===== src/rtl/joybus_tx_frame.sv =====
// Joybus frame transmitter: 1..MAX_BYTES bytes via a one-byte holding buffer, then a console or controller stop bit.
// Define JBTX_CRC_EN to append a CRC-8 (poly 0x85) byte after the payload.
module joybus_tx_frame #(
    parameter int QUART_CYC     = 50,
    parameter int MAX_BYTES     = 36,
    parameter int STOP_HOLD_CYC = 100,
    parameter int LEN_W         = $clog2(MAX_BYTES + 1)
) (
    input  logic             clk,
    input  logic             rst,
    input  logic             start,
    input  logic [LEN_W-1:0] len,
    input  logic             stop_long,
    input  logic [7:0]       byte_data,
    input  logic             byte_vld,
    output logic             byte_rdy,
    output logic             jb_tx,
    output logic             jb_oe,
    output logic             busy,
    output logic             done,
    output logic             underrun
);

    localparam int CNT_SPAN = (2 * QUART_CYC > STOP_HOLD_CYC) ? 2 * QUART_CYC : STOP_HOLD_CYC;
    localparam int CNT_W    = $clog2(CNT_SPAN);

    localparam logic [CNT_W-1:0] Q_LD    = CNT_W'(QUART_CYC - 1);
    localparam logic [CNT_W-1:0] Q2_LD   = CNT_W'(2 * QUART_CYC - 1);
    localparam logic [CNT_W-1:0] HOLD_LD = CNT_W'(STOP_HOLD_CYC - 1);
    localparam logic [LEN_W-1:0] MAX_LEN = LEN_W'(MAX_BYTES);

    typedef enum logic [2:0] {IDLE, FETCH, BIT, STOP_LOW, STOP_HOLD} state_t;
    typedef enum logic [1:0] {SEG_LOW, SEG_DATA, SEG_HIGH} seg_t;

    state_t           state;
    seg_t             seg;
    logic [2:0]       bit_idx;
    logic [CNT_W-1:0] cnt;
    logic [7:0]       shreg;
    logic [7:0]       hold_byte;
    logic             hold_full;
    logic [LEN_W-1:0] fetch_left;
    logic             stop_long_r;

    logic             hs;
    logic             accept;
    logic             last_cell;
    logic [LEN_W-1:0] len_clamped;
    logic [7:0]       crc;
    logic             crc_pend;

    assign hs          = byte_vld & byte_rdy;
    assign accept      = (state == IDLE) && start && (len != '0);
    assign last_cell   = (state == BIT) && (seg == SEG_HIGH) && (cnt == '0) && (bit_idx == 3'd7);
    assign len_clamped = (len > MAX_LEN) ? MAX_LEN : len;

`ifdef JBTX_CRC_EN
    logic       ld_payload;
    logic [7:0] ld_byte;

    function automatic logic [7:0] crc8_byte(input logic [7:0] c, input logic [7:0] d);
        logic [7:0] r;
        r = c ^ d;
        for (int i = 0; i < 8; i++)
            r = r[7] ? ((r << 1) ^ 8'h85) : (r << 1);
        return r;
    endfunction

    // The CRC follows every payload byte as it enters the shift register.
    assign ld_payload = ((state == FETCH) && hs) ||
                        (last_cell && (hold_full || ((fetch_left != '0) && hs)));
    assign ld_byte    = (last_cell && hold_full) ? hold_byte : byte_data;

    always_ff @(posedge clk) begin
        if (rst) begin
            crc      <= 8'h00;
            crc_pend <= 1'b0;
        end else if (accept) begin
            crc      <= 8'h00;
            crc_pend <= 1'b1;
        end else if (ld_payload) begin
            crc      <= crc8_byte(crc, ld_byte);
        end else if (last_cell && crc_pend) begin
            crc_pend <= 1'b0;
        end
    end
`else
    assign crc      = 8'h00;
    assign crc_pend = 1'b0;
`endif

    always_ff @(posedge clk) begin
        if (rst) begin
            state       <= IDLE;
            seg         <= SEG_LOW;
            bit_idx     <= 3'd0;
            cnt         <= '0;
            shreg       <= 8'h00;
            hold_byte   <= 8'h00;
            hold_full   <= 1'b0;
            fetch_left  <= '0;
            stop_long_r <= 1'b0;
            jb_tx       <= 1'b1;
            jb_oe       <= 1'b0;
            byte_rdy    <= 1'b0;
            busy        <= 1'b0;
            done        <= 1'b0;
            underrun    <= 1'b0;
        end else begin
            done     <= 1'b0;
            underrun <= 1'b0;
            case (state)
                IDLE: begin
                    if (accept) begin
                        fetch_left  <= len_clamped;
                        stop_long_r <= stop_long;
                        hold_full   <= 1'b0;
                        busy        <= 1'b1;
                        byte_rdy    <= 1'b1;
                        state       <= FETCH;
                    end
                end
                FETCH: begin
                    if (hs) begin
                        shreg      <= byte_data;
                        fetch_left <= fetch_left - 1'b1;
                        byte_rdy   <= (fetch_left != LEN_W'(1));
                        seg        <= SEG_LOW;
                        bit_idx    <= 3'd0;
                        cnt        <= Q_LD;
                        jb_oe      <= 1'b1;
                        jb_tx      <= 1'b0;
                        state      <= BIT;
                    end
                end
                BIT: begin
                    if (cnt != '0) begin
                        cnt <= cnt - 1'b1;
                    end else begin
                        case (seg)
                            SEG_LOW: begin
                                seg   <= SEG_DATA;
                                cnt   <= Q2_LD;
                                jb_tx <= shreg[7];
                            end
                            SEG_DATA: begin
                                seg   <= SEG_HIGH;
                                cnt   <= Q_LD;
                                jb_tx <= 1'b1;
                            end
                            default: begin
                                seg     <= SEG_LOW;
                                cnt     <= Q_LD;
                                jb_tx   <= 1'b0;
                                bit_idx <= bit_idx + 3'd1;
                                shreg   <= shreg << 1;
                                if (bit_idx == 3'd7) begin
                                    if (hold_full) begin
                                        shreg     <= hold_byte;
                                        hold_full <= 1'b0;
                                        byte_rdy  <= (fetch_left != '0);
                                    end else if (fetch_left != '0) begin
                                        // A byte arriving on the boundary edge bypasses the buffer.
                                        if (hs) begin
                                            shreg      <= byte_data;
                                            fetch_left <= fetch_left - 1'b1;
                                            byte_rdy   <= (fetch_left != LEN_W'(1));
                                        end else begin
                                            underrun <= 1'b1;
                                            jb_oe    <= 1'b0;
                                            jb_tx    <= 1'b1;
                                            busy     <= 1'b0;
                                            byte_rdy <= 1'b0;
                                            state    <= IDLE;
                                        end
                                    end else if (crc_pend) begin
                                        shreg <= crc;
                                    end else begin
                                        cnt   <= stop_long_r ? Q2_LD : Q_LD;
                                        state <= STOP_LOW;
                                    end
                                end
                            end
                        endcase
                    end
                    if (hs && !last_cell) begin
                        hold_byte  <= byte_data;
                        hold_full  <= 1'b1;
                        fetch_left <= fetch_left - 1'b1;
                        byte_rdy   <= 1'b0;
                    end
                end
                STOP_LOW: begin
                    if (cnt != '0) begin
                        cnt <= cnt - 1'b1;
                    end else begin
                        cnt   <= HOLD_LD;
                        jb_oe <= 1'b0;
                        jb_tx <= 1'b1;
                        state <= STOP_HOLD;
                        if (STOP_HOLD_CYC == 1) begin
                            done <= 1'b1;
                            busy <= 1'b0;
                        end
                    end
                end
                STOP_HOLD: begin
                    // done and busy=0 land on the final hold cycle.
                    if (cnt != '0) begin
                        cnt <= cnt - 1'b1;
                        if (cnt == CNT_W'(1)) begin
                            done <= 1'b1;
                            busy <= 1'b0;
                        end
                    end else begin
                        state <= IDLE;
                    end
                end
                default: state <= IDLE;
            endcase
        end
    end

endmodule


===== config.mk =====
export PLATFORM = sky130hd
export DESIGN_NAME = joybus_tx_frame
export DESIGN_NICKNAME = d
export VERILOG_FILES = /design/src/rtl/joybus_tx_frame.sv
export SDC_FILE = /design/constraint.sdc
export NUM_CORES = 1
export LEC_CHECK = 0
export BUFFER_PORTS_ARGS = -buffer_cell sky130_fd_sc_hd__buf_2
export CORE_MARGIN = 3
export CORE_UTILIZATION = 46
export DETAILED_ROUTE_END_ITERATION = 7
export SETUP_SLACK_MARGIN = 0.05
export SYNTH_ARGS = -nofsm -noshare
export SYNTH_HDL_FRONTEND = slang
export SYNTH_SLANG_ARGS = --single-unit

===== constraint.sdc =====
create_clock -name clk -period 4.54 [get_ports clk]
set_clock_uncertainty 0.1 [all_clocks]
set_input_delay 0.227 -clock clk [delete_from_list [all_inputs] [get_ports clk]]
set_output_delay 0.227 -clock clk [all_outputs]
set_load 0.01 [all_outputs]

Word level (Yosys, flattened, before mapping)
Index checks and enable logic that the tools add are counted.

word-level totals
  bits in registers = 45
  input port bits = 19
  output and inout port bits = 6
  logic and storage cells = 170

cells by class
  add/sub/neg operators = 3
  magnitude comparators = 1
  eq/ne operators = 28
  multiplexer cells = 85
  bitwise gates (word level) = 4
  reduce and logical (&&, ||, !) cells = 34

operator list
  cell                                                 count
  2-to-1 mux 7 bit                                     8
  2-to-1 mux 8 bit                                     7
  2-to-1 mux 6 bit                                     9
  2-to-1 mux 3 bit                                     13
  2-to-1 mux 1 bit                                     32
  one-hot mux 7 bit (4 select lines)                   1
  != test 2 bit, second input constant                 10
  one-hot mux 6 bit (3 select lines)                   1
  AND reduction 9 bit                                  2
  one-hot mux 8 bit (2 select lines)                   1
  one-hot mux 3 bit (5 select lines)                   1
  one-hot mux 7 bit (2 select lines)                   1
  AND reduction 7 bit                                  2
  one-hot mux 1 bit (3 select lines)                   4
  nonzero test 6 bit                                   2
  AND reduction 10 bit                                 1
  nonzero test 3 bit                                   3
  one-hot mux 2 bit (2 select lines)                   2
  AND reduction 4 bit                                  2
  equality test 7 x 1 -> 1 bit, second input constant  1
  logical NOT 7 bit                                    1
  nonzero test 7 bit                                   1
  subtractor 7 x 1 -> 7 bit, second input constant     1
  equality test 3 x 2 -> 1 bit, second input constant  2
  other kinds (30)                                     47

Longest topological paths before layout
  depth after elaboration = 9
  mapped depth = 10
  mapped depth without buffers = 8

Least setup slack after synthesis
No wires, ideal clock.

  kind = register to register
  start = register cnt[0]
  end = register busy
  library setup time = 0.132 ns
  data arrival time = 2.205 ns
  data required time = 4.308 ns
  path slack = 2.102 ns
  cell stages (with the launch flop) = 9
  path buffers = 1
  period minus slack after synthesis = 2.438 ns
  path through = dfxtp_1 > inv_1 > ha_1 > or3b_1 > buf_2 > or3_4 > or3_1 > or3_1 > nor4bb_1

between the ends
  longest elaborated chain between the ends = 3
  elaborated cells between the ends (all ways) = 6
  those cells by class = eq/ne: 4; reduce/logical: 2

ends and longest elaborated chain
  what                                                                RTL line       source
  start, declared                                                     38             logic [CNT_W-1:0] cnt;
  start signal, assigned                                              138            cnt <= cnt - 1'b1;
  start signal, assigned                                              179            cnt <= stop_long_r ? Q2_LD : Q_LD;
  start signal, assigned                                              195            cnt <= cnt - 1'b1;
  equality test 7 x 1 -> 1 bit or nonzero test 7 bit (tied branches)  211, 137, 209
  != test 2 bit (no line)                                             -
  AND reduction 10 bit (no line) (*)                                  -
  end signal, assigned                                                172            busy <= 1'b0;
  end signal, assigned                                                203            busy <= 1'b0;
  end signal, assigned                                                213            busy <= 1'b0;
  end, declared                                                       19             output logic busy,

Every way passes the cells marked *; elsewhere a longest branch is shown, timed or not.
A chain may end at the register's enable or synchronous reset.

Final worst setup path
  start = register cnt[1]
  end = register fetch_left[5]

between the ends
  longest elaborated chain between the ends = 7
  elaborated cells between the ends (all ways) = 14
  those cells by class = eq/ne: 5; mux: 2; reduce/logical: 7

ends and longest elaborated chain
  what                                                                                 RTL line  source
  logical NOT 7 bit                                                                    54        assign last_cell = (state == BIT) && (seg == SEG_HIGH) && (cnt == '0) && (bit_idx == 3'd7);
  logical AND 1 bit (2 in a row)                                                       54
  logical NOT 1 bit                                                                    186       if (hs && !last_cell) begin
  logical AND 1 bit                                                                    186
  != test 3 x 1 -> 1 bit (no line) (tied with other cells)                             -
  AND reduction 7 bit (no line) or one-hot mux 6 bit (3 select lines) (tied branches)  -
  end signal, assigned                                                                 126       fetch_left <= fetch_left - 1'b1;
  end signal, assigned                                                                 166       fetch_left <= fetch_left - 1'b1;
  end signal, assigned                                                                 189       fetch_left <= fetch_left - 1'b1;
  end, declared                                                                        42        logic [LEN_W-1:0] fetch_left;

Parallel ways exist; a longest one is shown, timed or not.

==> impl_metrics.prom <==
# TYPE chip_impl_metric gauge
chip_impl_info{name="result_of_the_run",value="completed"} 1
chip_impl_metric{name="powerDensity",unit="nW/um2"} 518
chip_impl_metric{name="hold_viol_final",unit=""} 0
chip_impl_metric{name="insertedDiodeCount",unit=""} 0
chip_impl_info{name="synth.top_cells.by_area",value="dfxtp_1 (34%), nor2_1 (6.4%), a21oi_1 (6.1%)"} 1
chip_impl_metric{name="grt_overflow_total",unit=""} 0
chip_impl_metric{name="power_frac_seq",unit=""} 0.376
chip_impl_metric{name="post_layout_util",unit=""} 0.534
chip_impl_metric{name="yosysWarningCount",unit=""} 0
chip_impl_info{name="worstSetupPathType",value="register to register"} 1
chip_impl_metric{name="numClockSinks",unit=""} 45
chip_impl_metric{name="fin_setup_tns",unit="ps"} 0
chip_impl_metric{name="post_synth_xor_area_fraction",unit=""} 0.0133
chip_impl_metric{name="num-fill-cells",unit=""} 545
chip_impl_metric{name="worst-slew-pin-transition",unit="ps"} 885
chip_impl_info{name="dominant_combinational_cell_family_by_area_after_synthesis",value="compound AO/OA/AOI/OAI gates"} 1
chip_impl_metric{name="final_layout_size_suffix_gt1_frac",unit=""} 0.110
chip_impl_metric{name="post_synth_inst_count",unit=""} 337
chip_impl_metric{name="die_w",unit="um"} 81.8
chip_impl_metric{name="async_flop_share",unit=""} 0
chip_impl_metric{name="wl_per_cell",unit="um"} 15.7
chip_impl_info{name="clock-root-buffer",value="clkbuf_8"} 1
chip_impl_metric{name="critPathBufInv",unit=""} 1
chip_impl_metric{name="antenna_found_initial",unit=""} 0
chip_impl_metric{name="min_period",unit="ps"} 2830
chip_impl_info{name="synth_ff_type",value="dfxtp_1"} 1
chip_impl_metric{name="fmax",unit="MHz"} 353
chip_impl_metric{name="die_area",unit="um2"} 6680
chip_impl_metric{name="vdd_drop_max",unit="uV"} 257
chip_impl_info{name="synth.top_cells.by_count",value="dfxtp_1 (45), nor2_1 (45), a21oi_1 (32)"} 1
chip_impl_metric{name="die_height",unit="um"} 81.8
chip_impl_metric{name="timing.critical_path.required",unit="ps"} 4670
chip_impl_info{name="min_path_type",value="input port to register"} 1
chip_impl_metric{name="syn_to_final_growth",unit="%"} 7.91
chip_impl_metric{name="coreArea",unit="um2"} 5340
chip_impl_metric{name="numCtsBuffers",unit=""} 5
chip_impl_info{name="critical_path.top_delay_family",value="compound AO/OA/AOI/OAI gates"} 1
chip_impl_metric{name="multi_input_area",unit="um2"} 1590
chip_impl_metric{name="tot_gr_track_use",unit=""} 0.208
chip_impl_metric{name="net-switching-power",unit="mW"} 0.650
chip_impl_metric{name="clk_path_buf_depth",unit=""} 2
chip_impl_info{name="synth.largest_area_cell",value="dfxtp_1"} 1
chip_impl_metric{name="share_of_the_yosys_chip_area_belonging_to_registers",unit=""} 0.341
chip_impl_metric{name="clkTransAtPathRegs",unit="ps"} 90
chip_impl_metric{name="ant_nets",unit=""} 0
chip_impl_metric{name="ioPinCount",unit=""} 25
chip_impl_metric{name="via_count_of_the_first_global_routing_pass",unit=""} 2299
chip_impl_metric{name="synth.top_cell.area_share",unit=""} 0.341
chip_impl_metric{name="global_route_wire_length_before_repair",unit="mm"} 11.0
chip_impl_metric{name="synth.area.mux_share",unit=""} 0.0455
chip_impl_metric{name="layout.nets",unit=""} 370
chip_impl_info{name="cts_tree",value="yes"} 1
chip_impl_metric{name="synth.cell_area",unit="um2"} 2640
chip_impl_metric{name="power_report.internal_total",unit="mW"} 0.825
chip_impl_metric{name="vias_per_cell",unit=""} 6.04
chip_impl_metric{name="cts.repair_timing.setup_buffer_count",unit=""} 0
chip_impl_metric{name="dpl_worst_slack",unit="ps"} 1750
chip_impl_metric{name="power.switching_fraction",unit=""} 0.441
chip_impl_metric{name="clock_insertion_delay_worst_skew",unit="ps"} 300
chip_impl_metric{name="cp_data_arrival_time",unit="ps"} 2960
chip_impl_metric{name="cap_viol_max_count",unit=""} 0
chip_impl_metric{name="drt_iter0_drc",unit=""} 198
chip_impl_metric{name="slew-limit-headroom",unit=""} 0.410
chip_impl_metric{name="initial_utilization",unit=""} 0.495
chip_impl_metric{name="io_buffer_count",unit=""} 24
chip_impl_metric{name="firstDrtPassIters",unit=""} 6
chip_impl_metric{name="power_frac_clock",unit=""} 0.174
chip_impl_metric{name="post_cts.resized_instances",unit=""} 0
chip_impl_metric{name="post-route-period-util",unit=""} 0.623
chip_impl_metric{name="synth_compound_area_frac",unit=""} 0.258
chip_impl_metric{name="route.vias.total",unit=""} 2505
chip_impl_metric{name="grt_max_degree",unit=""} 49
chip_impl_info{name="crit_path_top_delay_cell",value="o211ai_1"} 1
chip_impl_metric{name="yosys_register_bits",unit=""} 45
chip_impl_metric{name="synth_edf_count",unit=""} 0
chip_impl_metric{name="postSynthAreaPerCell",unit="um2"} 7.83
chip_impl_metric{name="placementRows",unit=""} 26
chip_impl_info{name="timing.critical_path.cells",value="inv_1, ha_1, or3b_1, nor4_4, o31ai_1, o211ai_1, o21ai_0, a21oi_1"} 1
chip_impl_metric{name="finalWirelength",unit="mm"} 6.53
chip_impl_metric{name="min_setup_slack_post_route",unit="ps"} 1710
chip_impl_metric{name="globalplace.congestion",unit=""} 0.854
chip_impl_info{name="rsz0062_at_grt",value="no"} 1
chip_impl_metric{name="remaining_design_rule_violation_count",unit=""} 0
chip_impl_metric{name="timing.critical_path.slowest_cell_delay",unit="ps"} 690
chip_impl_metric{name="p_leak",unit="nW"} 1.01
chip_impl_metric{name="finalSetupViolations",unit=""} 0
chip_impl_metric{name="path_max_fanout",unit=""} 12
chip_impl_metric{name="comb_power_share",unit=""} 0.450
chip_impl_metric{name="post-dp-hpwl",unit="mm"} 4.55
chip_impl_metric{name="mappedNetlistNets",unit=""} 363
chip_impl_metric{name="simple_gate_fraction_of_synth_area",unit=""} 0.252
chip_impl_info{name="startpoint_type",value="register"} 1
chip_impl_info{name="kind_of_end_point_of_the_critical_path",value="register"} 1
chip_impl_metric{name="cts.hold.buffers_added",unit=""} 0
chip_impl_metric{name="cts_max_level",unit=""} 2
chip_impl_metric{name="synthAdderAreaFrac",unit=""} 0.0332
chip_impl_metric{name="report.final.slew_viol_count",unit=""} 0
chip_impl_metric{name="regArea",unit="um2"} 901
chip_impl_metric{name="synthDistinctLibCells",unit=""} 56
## power by group through the flow
stage | sequential (mW) | combinational [mW] | clock [mW]
after CTS | 0.553 | 0.660 | 0.265
after global routing | 0.569 | 0.744 | 0.281
after detailed placement | 0.563 | 0.654 | 0
after floorplan | 0.525 | 0.550 | 0
after global placement | 0.562 | 0.656 | 0
final | 0.555 | 0.664 | 0.257
## metal layers
metal | part of all wire | track usage
met5 | 0 | 0
met3 | 0.061 | 0.0351
met1 | 0.49 | 0.301
met4 | 0.011 | 0.0515
met2 | 0.44 | 0.320
## layout make-up
type | instances | share of cell area
multi-input cells | 253 | 0.558
flip-flops and latches | 45 | 0.316
repair buffers | 25 | 0.0448
well taps | 70 | 0.0307
clock buffers | 5 | 0.0242
inverters | 14 | 0.0184
clock inverters | 3 | 0.00747
## registers in the layout (all words and copies together), names as in the netlist
signal,flops
fetch_left,6
state,3
hold_byte,8
seg,2
underrun,1
bit_idx,3
cnt,7
hold_full,1
done,1
jb_oe,1
shreg,8
stop_long_r,1
busy,1
byte_rdy,1
jb_tx,1
## stage by stage
step / instance area (um2) / std cells / total power [mW] / hold WS, ps
floorplan: 2640 / 337 / 1.08 / 271
global placement: 2760 / 407 / 1.22 / 344
detailed placement: 2760 / 407 / 1.22 / 350
CTS: 2850 / 415 / 1.48 / 66.1
global route: 2850 / 415 / 1.59 / 68.9
finish: 2850 / 415 / 1.48 / 63.5
## cell families (layout without fill, tap and decap cells)
family          count (synthesis)  in the layout
compound gates                101            101
xor+xnor                        4              4
flops                          45             45
simple gates                  129            129
fa+ha+maj                       7              7
mux                            12             12
buf+inv                        39             47
## path summary, 6_finish.rpt
path / startpoint / endpoint / slack, ps / cells after the start
hold / removal: stop_long / stop_long_r$_SDFFE_PP0P_ / 60 / 3
hold reg to reg: bit_idx[1]$_SDFFE_PP0P_ / bit_idx[1]$_SDFFE_PP0P_ / 360 / 2
setup reg to reg: cnt[1]$_SDFFE_PP0P_ / fetch_left[5]$_SDFFE_PP0P_ / 1710 / 8
setup / recovery: cnt[1]$_SDFFE_PP0P_ / fetch_left[5]$_SDFFE_PP0P_ / 1710 / 8
## worst register-to-register path, cell delays in order, from the launching register on
cell	delay, ps
dfxtp_1	360
inv_1	90
ha_1	190
or3b_1	490
nor4_4	340
o31ai_1	120
o211ai_1	690
o21ai_0	200
a21oi_1	170
## cell usage in the layout (no fill, tap or decap), types with 3 or more instances in the layout
cell,count
nor2b_1,3
buf_2,24
and2_1,3
o31ai_1,3
nor4_1,5
a311oi_1,3
clkbuf_8,5
nand3_1,7
mux2i_1,12
a221oi_1,7
a21oi_1,32
a221o_1,5
nand2_1,18
xnor2_1,4
nand2b_1,9
nor2_1,45
o2bb2ai_1,6
dfxtp_1,45
ha_1,7
or3_1,7
a211oi_1,4
o21ai_0,13
nor3_1,17
inv_1,13
a31oi_1,10
(Power assumes the default switching activity.)
